**config.mk**
```make
export PLATFORM = sky130hd
export DESIGN_NAME = band_gain_mixer
export DESIGN_NICKNAME = d
export VERILOG_FILES = /design/src/rtl/band_gain_mixer_pkg.sv /design/src/rtl/band_gain_mixer_taper.sv /design/src/rtl/band_gain_mixer.sv
export SDC_FILE = /design/constraint.sdc
export NUM_CORES = 1
export LEC_CHECK = 0
export ABC_AREA = 1
export CORE_MARGIN = 2
export CORE_UTILIZATION = 67
export CTS_BUF_LIST = sky130_fd_sc_hd__clkbuf_4 sky130_fd_sc_hd__clkbuf_8
export CTS_CLUSTER_DIAMETER = 50
export DETAILED_ROUTE_END_ITERATION = 12
export MAX_ROUTING_LAYER = met4
export PLACE_DENSITY = 0.95
export SETUP_SLACK_MARGIN = 0.5
export SYNTH_ARGS = -nofsm -noshare
export SYNTH_HDL_FRONTEND = slang
export SYNTH_SLANG_ARGS = --single-unit
```
**constraint.sdc**
```tcl
create_clock -name clk -period 20.6 [get_ports clk]
set_input_delay 3.09 -clock clk [delete_from_list [all_inputs] [get_ports clk]]
set_output_delay 3.09 -clock clk [all_outputs]
set_load 0.02 [all_outputs]
```
**src/rtl/band_gain_mixer_pkg.sv**
```systemverilog
// -----------------------------------------------------------------------------
// eq_pkg : shared definitions for the band gain mixer slice.
//
// Contents
//   state_t      sequencing states of the mixer (IDLE, MAC, OUT)
//   DEF_POT_W    default pot reading width
//   UNITY_SHIFT  right shift that maps a unity gain code back to 1.0
//                (gain code 1 << (POT_W-2) is unity, full scale is ~4x)
//   sat()        clamps a wide signed value to a signed range of 'width' bits
// -----------------------------------------------------------------------------
package eq_pkg;

    typedef enum logic [1:0] {
        IDLE = 2'd0,
        MAC  = 2'd1,
        OUT  = 2'd2
    } state_t;

    localparam int DEF_POT_W   = 12;
    localparam int UNITY_SHIFT = DEF_POT_W - 2;

    // Clamp 'value' to [-2^(width-1), 2^(width-1)-1]. The result is returned
    // sign-extended to 64 bits; callers keep the low 'width' bits.
    function automatic logic signed [63:0] sat(input logic signed [63:0] value,
                                               input int width);
        logic signed [63:0] hi;
        logic signed [63:0] lo;
        hi = (64'sd1 <<< (width - 1)) - 64'sd1;
        lo = -(64'sd1 <<< (width - 1));
        if (value > hi) begin
            return hi;
        end else if (value < lo) begin
            return lo;
        end
        return value;
    endfunction

endpackage

```
**src/rtl/band_gain_mixer_taper.sv**
```systemverilog
// -----------------------------------------------------------------------------
// gain_taper : quadratic pot taper plus optional per-frame gain slew limiter.
//
// Purely combinational. The mixer instantiates it once and feeds it the pot
// (and current gain) of the band being processed this cycle.
//
// Ports
//   pot   in   POT_W  unsigned pot reading
//   cur   in   POT_W  gain currently applied to this band (GAIN_SMOOTH_EN only)
//   gain  out  POT_W  gain to use for this band this frame
//
// Build option
//   GAIN_SMOOTH_EN  defined  : gain = cur moved toward the target by at most STEP
//                   undefined: gain = target (changes take effect immediately)
// -----------------------------------------------------------------------------
module gain_taper
    import eq_pkg::*;
#(
    parameter int POT_W = DEF_POT_W,
    parameter int STEP  = 256
) (
    input  logic [POT_W-1:0] pot,
`ifdef GAIN_SMOOTH_EN
    input  logic [POT_W-1:0] cur,
`endif
    output logic [POT_W-1:0] gain
);

    logic [POT_W-1:0] tgt;

    // Square law taper: keep the upper POT_W bits of pot*pot.
    always_comb begin
        tgt = POT_W'(((2*POT_W)'(pot) * (2*POT_W)'(pot)) >> POT_W);
    end

`ifdef GAIN_SMOOTH_EN
    logic [31:0] diff;
    logic [31:0] move;

    always_comb begin
        diff = '0;
        move = '0;
        gain = cur;
        if (tgt > cur) begin
            diff = 32'(tgt) - 32'(cur);
            move = (diff > 32'(STEP)) ? 32'(STEP) : diff;
            gain = POT_W'(32'(cur) + move);
        end else if (tgt < cur) begin
            diff = 32'(cur) - 32'(tgt);
            move = (diff > 32'(STEP)) ? 32'(STEP) : diff;
            gain = POT_W'(32'(cur) - move);
        end
    end
`else
    always_comb begin
        gain = tgt;
    end
`endif

endmodule

```
**src/rtl/band_gain_mixer.sv**
```systemverilog
// -----------------------------------------------------------------------------
// band_gain_mixer : applies a pot-controlled gain to each of N_BANDS band
// samples of a frame, saturates each band, sums them and saturates the sum.
// One multiplier is shared; a small FSM steps through the bands.
//
// Ports
//   clk         in   1               system clock
//   rst_n       in   1               asynchronous active-low reset
//   in_vld      in   1               frame strobe, accepted when in_rdy=1
//   in_rdy      out  1               high only while IDLE
//   in_samples  in   N_BANDS*DATA_W  packed signed samples, band 0 in LSBs
//   pots        in   N_BANDS*POT_W   packed unsigned pots, band 0 in LSBs
//   out_vld     out  1               one-cycle pulse, out_sample updated
//   out_sample  out  DATA_W          saturated mix, held until next frame
//   overrun     out  1               one-cycle pulse: in_vld seen while busy
//   dbg_state   out  2               current FSM state (eq_pkg::state_t)
//
// Handshake: a frame transfers on a rising edge where in_vld=1 and in_rdy=1.
// in_vld while in_rdy=0 is dropped and reported on overrun the next cycle;
// the frame in flight is not disturbed. out_vld has no back-pressure.
//
// Timing: frame accepted at edge k, bands processed at edges k+1..k+N_BANDS,
// result registered at edge k+N_BANDS+1. One frame per N_BANDS+2 cycles.
//
// Build option: GAIN_SMOOTH_EN enables per-band gain slew limiting (see
// gain_taper); otherwise the target gain is applied directly.
// -----------------------------------------------------------------------------
module band_gain_mixer
    import eq_pkg::*;
#(
    parameter int N_BANDS = 4,
    parameter int DATA_W  = 16,
    parameter int POT_W   = DEF_POT_W,
    parameter int STEP    = 256
) (
    input  logic                        clk,
    input  logic                        rst_n,
    input  logic                        in_vld,
    output logic                        in_rdy,
    input  logic [N_BANDS*DATA_W-1:0]   in_samples,
    input  logic [N_BANDS*POT_W-1:0]    pots,
    output logic                        out_vld,
    output logic signed [DATA_W-1:0]    out_sample,
    output logic                        overrun,
    output logic [1:0]                  dbg_state
);

    localparam int BW    = $clog2(N_BANDS);
    localparam int ACC_W = DATA_W + $clog2(N_BANDS);
    localparam int PW    = DATA_W + POT_W + 1;
    localparam int SHIFT = POT_W - 2;

    state_t                      state_q, state_d;
    logic [BW-1:0]               band_q;
    logic [N_BANDS*DATA_W-1:0]   samp_q;
    logic [N_BANDS*POT_W-1:0]    pots_q;
    logic signed [ACC_W-1:0]     acc_q;

    logic                        last_band;
    logic [POT_W-1:0]            cur_pot;
    logic signed [DATA_W-1:0]    cur_samp;
    logic [POT_W-1:0]            gain;
    logic signed [PW-1:0]        prod;
    logic signed [DATA_W-1:0]    band_val;
    logic signed [DATA_W-1:0]    acc_sat;

`ifdef GAIN_SMOOTH_EN
    logic [POT_W-1:0]            cur_gain [N_BANDS];
`endif

    // ---------------- FSM ----------------
    always_ff @(posedge clk or negedge rst_n) begin
        if (!rst_n) begin
            state_q <= IDLE;
        end else begin
            state_q <= state_d;
        end
    end

    always_comb begin
        state_d = state_q;
        case (state_q)
            IDLE:    if (in_vld)    state_d = MAC;
            MAC:     if (last_band) state_d = OUT;
            OUT:                    state_d = IDLE;
            default:                state_d = IDLE;
        endcase
    end

    assign in_rdy    = (state_q == IDLE);
    assign dbg_state = state_q;
    assign last_band = (band_q == BW'(N_BANDS - 1));

    // ---------------- band datapath ----------------
    always_comb begin
        cur_pot  = pots_q[int'(band_q) * POT_W +: POT_W];
        cur_samp = $signed(samp_q[int'(band_q) * DATA_W +: DATA_W]);
    end

    gain_taper #(
        .POT_W (POT_W),
        .STEP  (STEP)
    ) u_taper (
        .pot  (cur_pot),
`ifdef GAIN_SMOOTH_EN
        .cur  (cur_gain[band_q]),
`endif
        .gain (gain)
    );

    // Gain is treated as a positive signed number so the product keeps the
    // sample's sign; >>> floors toward -inf.
    always_comb begin
        prod     = PW'(cur_samp) * PW'($signed({1'b0, gain}));
        band_val = DATA_W'(sat(64'(prod >>> SHIFT), DATA_W));
        acc_sat  = DATA_W'(sat(64'(acc_q), DATA_W));
    end

    // ---------------- registers ----------------
    always_ff @(posedge clk or negedge rst_n) begin
        if (!rst_n) begin
            band_q     <= '0;
            samp_q     <= '0;
            pots_q     <= '0;
            acc_q      <= '0;
            out_vld    <= 1'b0;
            out_sample <= '0;
            overrun    <= 1'b0;
`ifdef GAIN_SMOOTH_EN
            for (int i = 0; i < N_BANDS; i++) begin
                cur_gain[i] <= '0;
            end
`endif
        end else begin
            out_vld <= 1'b0;
            overrun <= in_vld && (state_q != IDLE);
            case (state_q)
                IDLE: begin
                    if (in_vld) begin
                        samp_q <= in_samples;
                        pots_q <= pots;
                        acc_q  <= '0;
                        band_q <= '0;
                    end
                end
                MAC: begin
                    // Accumulator is wide enough for N_BANDS saturated bands.
                    acc_q  <= acc_q + ACC_W'(band_val);
                    band_q <= band_q + BW'(1);
`ifdef GAIN_SMOOTH_EN
                    cur_gain[band_q] <= gain;
`endif
                end
                OUT: begin
                    out_vld    <= 1'b1;
                    out_sample <= acc_sat;
                end
                default: ;
            endcase
        end
    end

endmodule

```
==> metrics, run 1 <==
crit-path max FO=68; GP Congestion=1.029; number of max-cap violations=0; crit-path max cell delay=0.82 ns; Fin. Hold Viols=0; Initial Util=68.26%; slew at the pin closest to its max-slew limit=1.199 ns; Final Net Count=2748; drt first-iter violations=1658; core box area=0.02703 mm^2; largest net degree at the start of global routing=98; Worst Hold End=samp_q[6]$_DFFE_PN0P_; CTS Hold Bufs=0; WP data required=20.96 ns; DR vias=15570; DR pass1 iterations=8; Vias/cell=5.980; Syn Inst Count=2131; Util after Layout=75.83%; Final Max Tran Viols=0; crit end category=flip-flop; Area growth, synth to finish=11.09%; post-synthesis sequential area ratio=20.62%; FP Rows=60; total CTS buffers=17; R2R depth=64; number of synthesized flops with an enable pin=0; remaining routing DRC violations=0; Clock Path Buffers=2; synth warn=0; CTS tree=done; Die Footprint=0.02888 mm^2; final cycle utilization of the critical path=73.93%; syn_area_per_cell=8.657 um^2; Synth Net Count=2636; Max Clk Rate=65.67 MHz; Final Instance Area=0.02049 mm^2; top-level I/O count=136; Skew-Pair Late Insertion Delay=0.48 ns; cts repair resizes=0; CP dominant cell by count=fa_1; clock-pin slew on the worst setup and hold paths=0.09 ns; vias in the first global route=16830; Die Width=169.9 um; H-tree depth=4; leading area contributor after synthesis=fa_1; Final WS setup=5.371 ns; Avg WL per Cell=19.47 um; crit path kind=reg2reg; Post-DP Area=0.02005 mm^2; setup TNS=0 ns; asr flop ratio synth=100.0%; unique cell type count in the Yosys netlist=51; # setup viols final=0; buffers added on ports=135; WL final=50690 um; Hold Path Class=reg2reg; crit start category=flip-flop; Post-DP HPWL=39100 um; all-layer global routing usage=38.63%; gr ovfl total=0; clk sinks=152; top post-synthesis cells by area=fa_1 (28%), dfrtp_1 (21%), inv_1 (9.3%), ha_1 (9.2%), nand2_1 (6.6%); slew margin rel.=20.08%; R2R Setup Slk=5.37 ns; Worst path slowest cell=inv_2; share of cells above drive strength 1=10.55%; initial antenna violation count=5; Hold Path Cell Cnt=1; unrepaired setup endpoints after global routing=no; Hold Crit Start=samp_q[6]$_DFFE_PN0P_; Final ANT Viol Nets=0; dpl ws=5.905 ns; post-synthesis cell area=0.01845 mm^2; Tmin final=15.23 ns; Synth Flop Type=dfrtp_1; Vert. Die Dim=169.9 um; Clock Skew=0.02507 ns; Yosys top cell area share=27.67%; fillcell total=1728; outcome=complete, no violations; Worst Path Arrival=15.58 ns; Seq cells post-synth=152; root buffer cell=clkbuf_8; post-CTS setup buffers=0; FF-to-FF End=acc_q[16]$_DFFE_PN0P_; reg-to-reg startpoint=band_q[0]$_DFFE_PN0P_; first-pass GRT wire length=83640 um
-- layout by cell type (no fill, tap or decap), types with 3 or more instances in the layout --
| cell type | Yosys | final |
|---|---|---|
| inv_1 | 456 | 456 |
| nand2_1 | 324 | 323 |
| fa_1 | 255 | 255 |
| nor2_1 | 223 | 223 |
| dfrtp_1 | 152 | 152 |
| ha_1 | 135 | 135 |
| clkdlybuf4s50_1 | 0 | 134 |
| a21oi_1 | 129 | 129 |
| mux2_2 | 103 | 103 |
| nand3_1 | 49 | 49 |
| o21ai_0 | 49 | 49 |
| or2_2 | 40 | 40 |
| nand2_2 | 26 | 26 |
| a32oi_1 | 22 | 22 |
| xnor2_1 | 20 | 20 |
| clkbuf_8 | 0 | 17 |
| xor2_1 | 14 | 14 |
| nor3_1 | 8 | 8 |
| buf_4 | 0 | 8 |
| or2_1 | 7 | 7 |
| diode_2 | 0 | 6 |
| nand4_1 | 6 | 6 |
| inv_2 | 5 | 5 |
| clkinv_1 | 5 | 5 |
| nor2_2 | 5 | 5 |
| a31oi_1 | 5 | 5 |
| nand2_4 | 3 | 4 |
| nand3_2 | 4 | 4 |
| inv_8 | 0 | 4 |
| nor4_1 | 3 | 3 |
| o21a_1 | 3 | 3 |
| a22o_1 | 3 | 3 |
| inv_6 | 0 | 3 |
-- cell type report --
cell class | instances | area [um^2] | area share (%)
Multi-Input combinational cell | 1463 | 12660 | 61.77
Sequential cell | 152 | 3804 | 18.56
Inverter | 466 | 1749 | 8.535
Timing Repair Buffer | 143 | 1413 | 6.893
Tap cell | 341 | 426.7 | 2.082
Clock buffer | 18 | 241.5 | 1.178
Clock inverter | 14 | 186.4 | 0.9096
Antenna cell | 6 | 15.01 | 0.07326
-- critical path: cells and delay by family (launching register included) --
kind,cells,cell delay [ns]
fa+ha+maj,14,6.56
compound gates,13,2.92
simple gates,23,2.73
buf+inv,13,1.84
xor+xnor,1,0.57
flops,1,0.43
-- cell usage after synthesis (26+ instances only) --
cell type / count
or2_2: 40
nand2_2: 26
fa_1: 255
nand3_1: 49
clkbuf_1: 34
inv_1: 456
nor2_1: 223
ha_1: 135
dfrtp_1: 152
a21oi_1: 129
mux2_2: 103
o21ai_0: 49
nand2_1: 324
-- metal layers --
layer  share of wire [%]  global-route usage [%]  up-vias
met4                 5.9                   19.40        0
met1                  37                   46.29     7610
met5                   0                       -        -
met2                  48                   62.64      931
li1                    -                       -     6776
met3                 8.7                   7.907      248
-- state kept, by name, summed over array words and instances (netlist names) --
| name | flops |
|---|---|
| pots_q | 48 |
| band_q | 2 |
| acc_q | 18 |
| out_vld | 1 |
| samp_q | 64 |
| out_sample | 16 |
| overrun | 1 |
| dbg_state | 2 |
-- through the flow --
step / instances / hold WS [ns]
6_report: 2603 / 0.5162
5_1_grt: 2603 / 0.5307
4_1_cts: 2597 / 0.5118
3_5_place_dp: 2565 / 0.4893
3_3_place_gp: 2565 / 0.4807
2_1_floorplan: 2131 / 0.4706
-- worst max path at each step --
stage | from | end | slack (ns) | cells past startpoint
finish | band_q[0]$_DFFE_PN0P_ | acc_q[16]$_DFFE_PN0P_ | 5.37 | 64
global route | band_q[0]$_DFFE_PN0P_ | acc_q[16]$_DFFE_PN0P_ | 4.53 | 63
floorplan | band_q[1]$_DFFE_PN0P_ | acc_q[16]$_DFFE_PN0P_ | 7.79 | 66
global placement | band_q[0]$_DFFE_PN0P_ | acc_q[16]$_DFFE_PN0P_ | 6.37 | 60
CTS | band_q[0]$_DFFE_PN0P_ | acc_q[16]$_DFFE_PN0P_ | 5.77 | 59
detailed placement | band_q[0]$_DFFE_PN0P_ | acc_q[16]$_DFFE_PN0P_ | 5.90 | 59
-- kinds of logic (layout without fill, tap and decap cells) --
kind of cell,after synthesis,in the layout,share of synthesized area (%)
buffers and inverters,516,641,10.80
XOR/XNOR,37,37,1.940
multiplexers,103,103,6.287
flip-flops,152,152,20.62
other,0,6,0
AO/OA/AOI/OAI,229,229,7.209
adder cells (fa/ha/maj),390,390,36.83
AND/OR/NAND/NOR,704,704,16.32
Power of run 1 is left out: the tool's default activity adds up to more than one toggle a clock period on the data nets, which glitch-free logic cannot reach.
==> inputs of run 2 (changes only) <==
CORE_UTILIZATION = 56   (was 67)
PLACE_DENSITY = 0.87   (was 0.95)
clock period = 12.3 ns   (was 20.6 ns; I/O delays follow)
==> run 2 against run 1 <==
Via count increased by 8.2%. Final cell count increased by 14%. Fmax increased by 18%. The flow now finishes with violations (setup timing). Flip-flop and latch count unchanged. Design area increased by 19%. Setup slack got worse by 6.0 ns.
==> metrics, run 2 (synthesis results as in run 1) <==
Hold Path Class=reg2reg; slew at the pin closest to its max-slew limit=1.133 ns; failing checks=setup timing; Post-DP Area=0.02204 mm^2; Final Instance Area=0.02437 mm^2; buffers added on ports=135; Final Net Count=3014; Tmin final=12.94 ns; CTS tree=done; Final Max Tran Viols=0; Vert. Die Dim=185.5 um; Fin. Hold Viols=0; all-layer global routing usage=34.80%; # setup viols final=13; CP dominant cell by count=fa_1; number of max-cap violations=0; GP Congestion=0.9905; core box area=0.03245 mm^2; commonest non-fill, non-tap cell in the layout=inv_1; H-tree depth=4; max reg flops=64; Initial Util=56.85%; vias in the first global route=17880; crit end category=flip-flop; clk sinks=152; commonest cells after routing, fill and taps aside=inv_1 (408), nand2_1 (271), fa_1 (243), buf_4 (237), nor2_1 (188); Clock Skew=0.04432 ns; largest net degree at the start of global routing=90; initial antenna violation count=5; Avg WL per Cell=19.76 um; Post-DP HPWL=41700 um; Skew-Pair Late Insertion Delay=0.53 ns; Max Clk Rate=77.29 MHz; crit path kind=reg2reg; drt first-iter violations=1596; crit-path max FO=15; clock-pin slew on the worst setup and hold paths=0.10 ns; DR vias=16840; final cycle utilization of the critical path=105.2%; first-pass GRT wire length=89480 um; FP Rows=66; Die Footprint=0.03441 mm^2; Worst Path Arrival=13.33 ns; crit start category=flip-flop; R2R Setup Slk=-0.64 ns; Worst path slowest cell=fa_1; crit-path max cell delay=0.61 ns; WP data required=12.69 ns; WL final=58670 um; Clock Path Buffers=2; root buffer cell=clkbuf_8; Vias/cell=5.671; Area growth, synth to finish=32.07%; share of cells above drive strength 1=30.81%; unrepaired setup endpoints after global routing=yes; Die Width=185.5 um; Final WS setup=-0.6390 ns; remaining routing DRC violations=0; total CTS buffers=17; slew margin rel.=24.45%; gr ovfl total=0; CTS Hold Bufs=0; Final ANT Viol Nets=0; DR pass1 iterations=6; top-level I/O count=136; outcome=finished, violations left; largest registers=samp_q x64, pots_q x48, acc_q x18; Largest Register=samp_q
## run 2: cell types whose count changed in the layout (fill, tap and decap cells not counted), sizes merged
cell / before / now
buf: 9 / 271
clkinv: 10 / 6
clkinvlp: 0 / 4
clkbuf: 18 / 21
diode: 6 / 5
inv: 468 / 469
## run 2: area by class of cell
| type | instances | area (um^2) |
|---|---|---|
| Tap cell | 442 | 553.0 |
| Clock buffer | 19 | 255.2 |
| Antenna cell | 5 | 12.51 |
| Timing Repair Buffer | 407 | 3618 |
| Sequential cell | 152 | 3805 |
| Clock inverter | 13 | 176.4 |
| Multi-Input combinational cell | 1463 | 14130 |
| Timing Repair inverter | 2 | 15.01 |
| Fill cell | 1961 | 8088 |
| Inverter | 466 | 1797 |
## run 2: layer usage
metal	wire length (um)	vias up	part of all wire (%)	global-route usage, %
li1	-	7314	-	-
met1	21470	8336	37	41.25
met2	28870	894	49	58.13
met3	4629	293	7.9	6.300
met4	3699	0	6.3	15.71
met5	0	-	0	-
## run 2: final timing paths
path,start,cells after the start,endpoint
max in group asynchronous,rst_n,2,pots_q[44]$_DFFE_PN0P_
worst max-delay path,band_q[0]$_DFFE_PN0P_,67,acc_q[16]$_DFFE_PN0P_
min in group asynchronous,rst_n,1,samp_q[63]$_DFFE_PN0P_
worst min-delay path,samp_q[5]$_DFFE_PN0P_,1,samp_q[5]$_DFFE_PN0P_
worst max register to register,band_q[0]$_DFFE_PN0P_,67,acc_q[16]$_DFFE_PN0P_
worst min register to register,samp_q[5]$_DFFE_PN0P_,1,samp_q[5]$_DFFE_PN0P_
## run 2: repair_timing
item / CTS / global route
resized for setup: 146 / 195
pin swaps: 70 / 126
gates cloned: 3 / 1
setup endpoints to repair: 17 / 18
setup buffers: 45 / 31
## run 2: worst max-delay path, delay by kind of cell, from the launching register on
family,cells,cell delay [ns]
fa+ha+maj,13,6.15
simple gates,27,2.89
compound gates,12,1.92
buf+inv,14,1.21
flops,1,0.48
xor+xnor,1,0.14
## run 2: stage by stage
stage               utilization, %  worst slack, ns  hold slack [ns]  TNS [ns]  cells
CTS                          72.37           0.1470           0.5104         0   2932
global placement             67.92         -0.05363           0.4795  -0.05363   2852
floorplan                        -           0.4644           0.4706         0   2131
finish                       75.08          -0.6390           0.5119    -4.665   2969
global route                 75.08           -1.003           0.5325    -10.21   2969
detailed placement           67.92          -0.3543           0.4864    -1.521   2852
Power of run 2 is left out for the same reason.
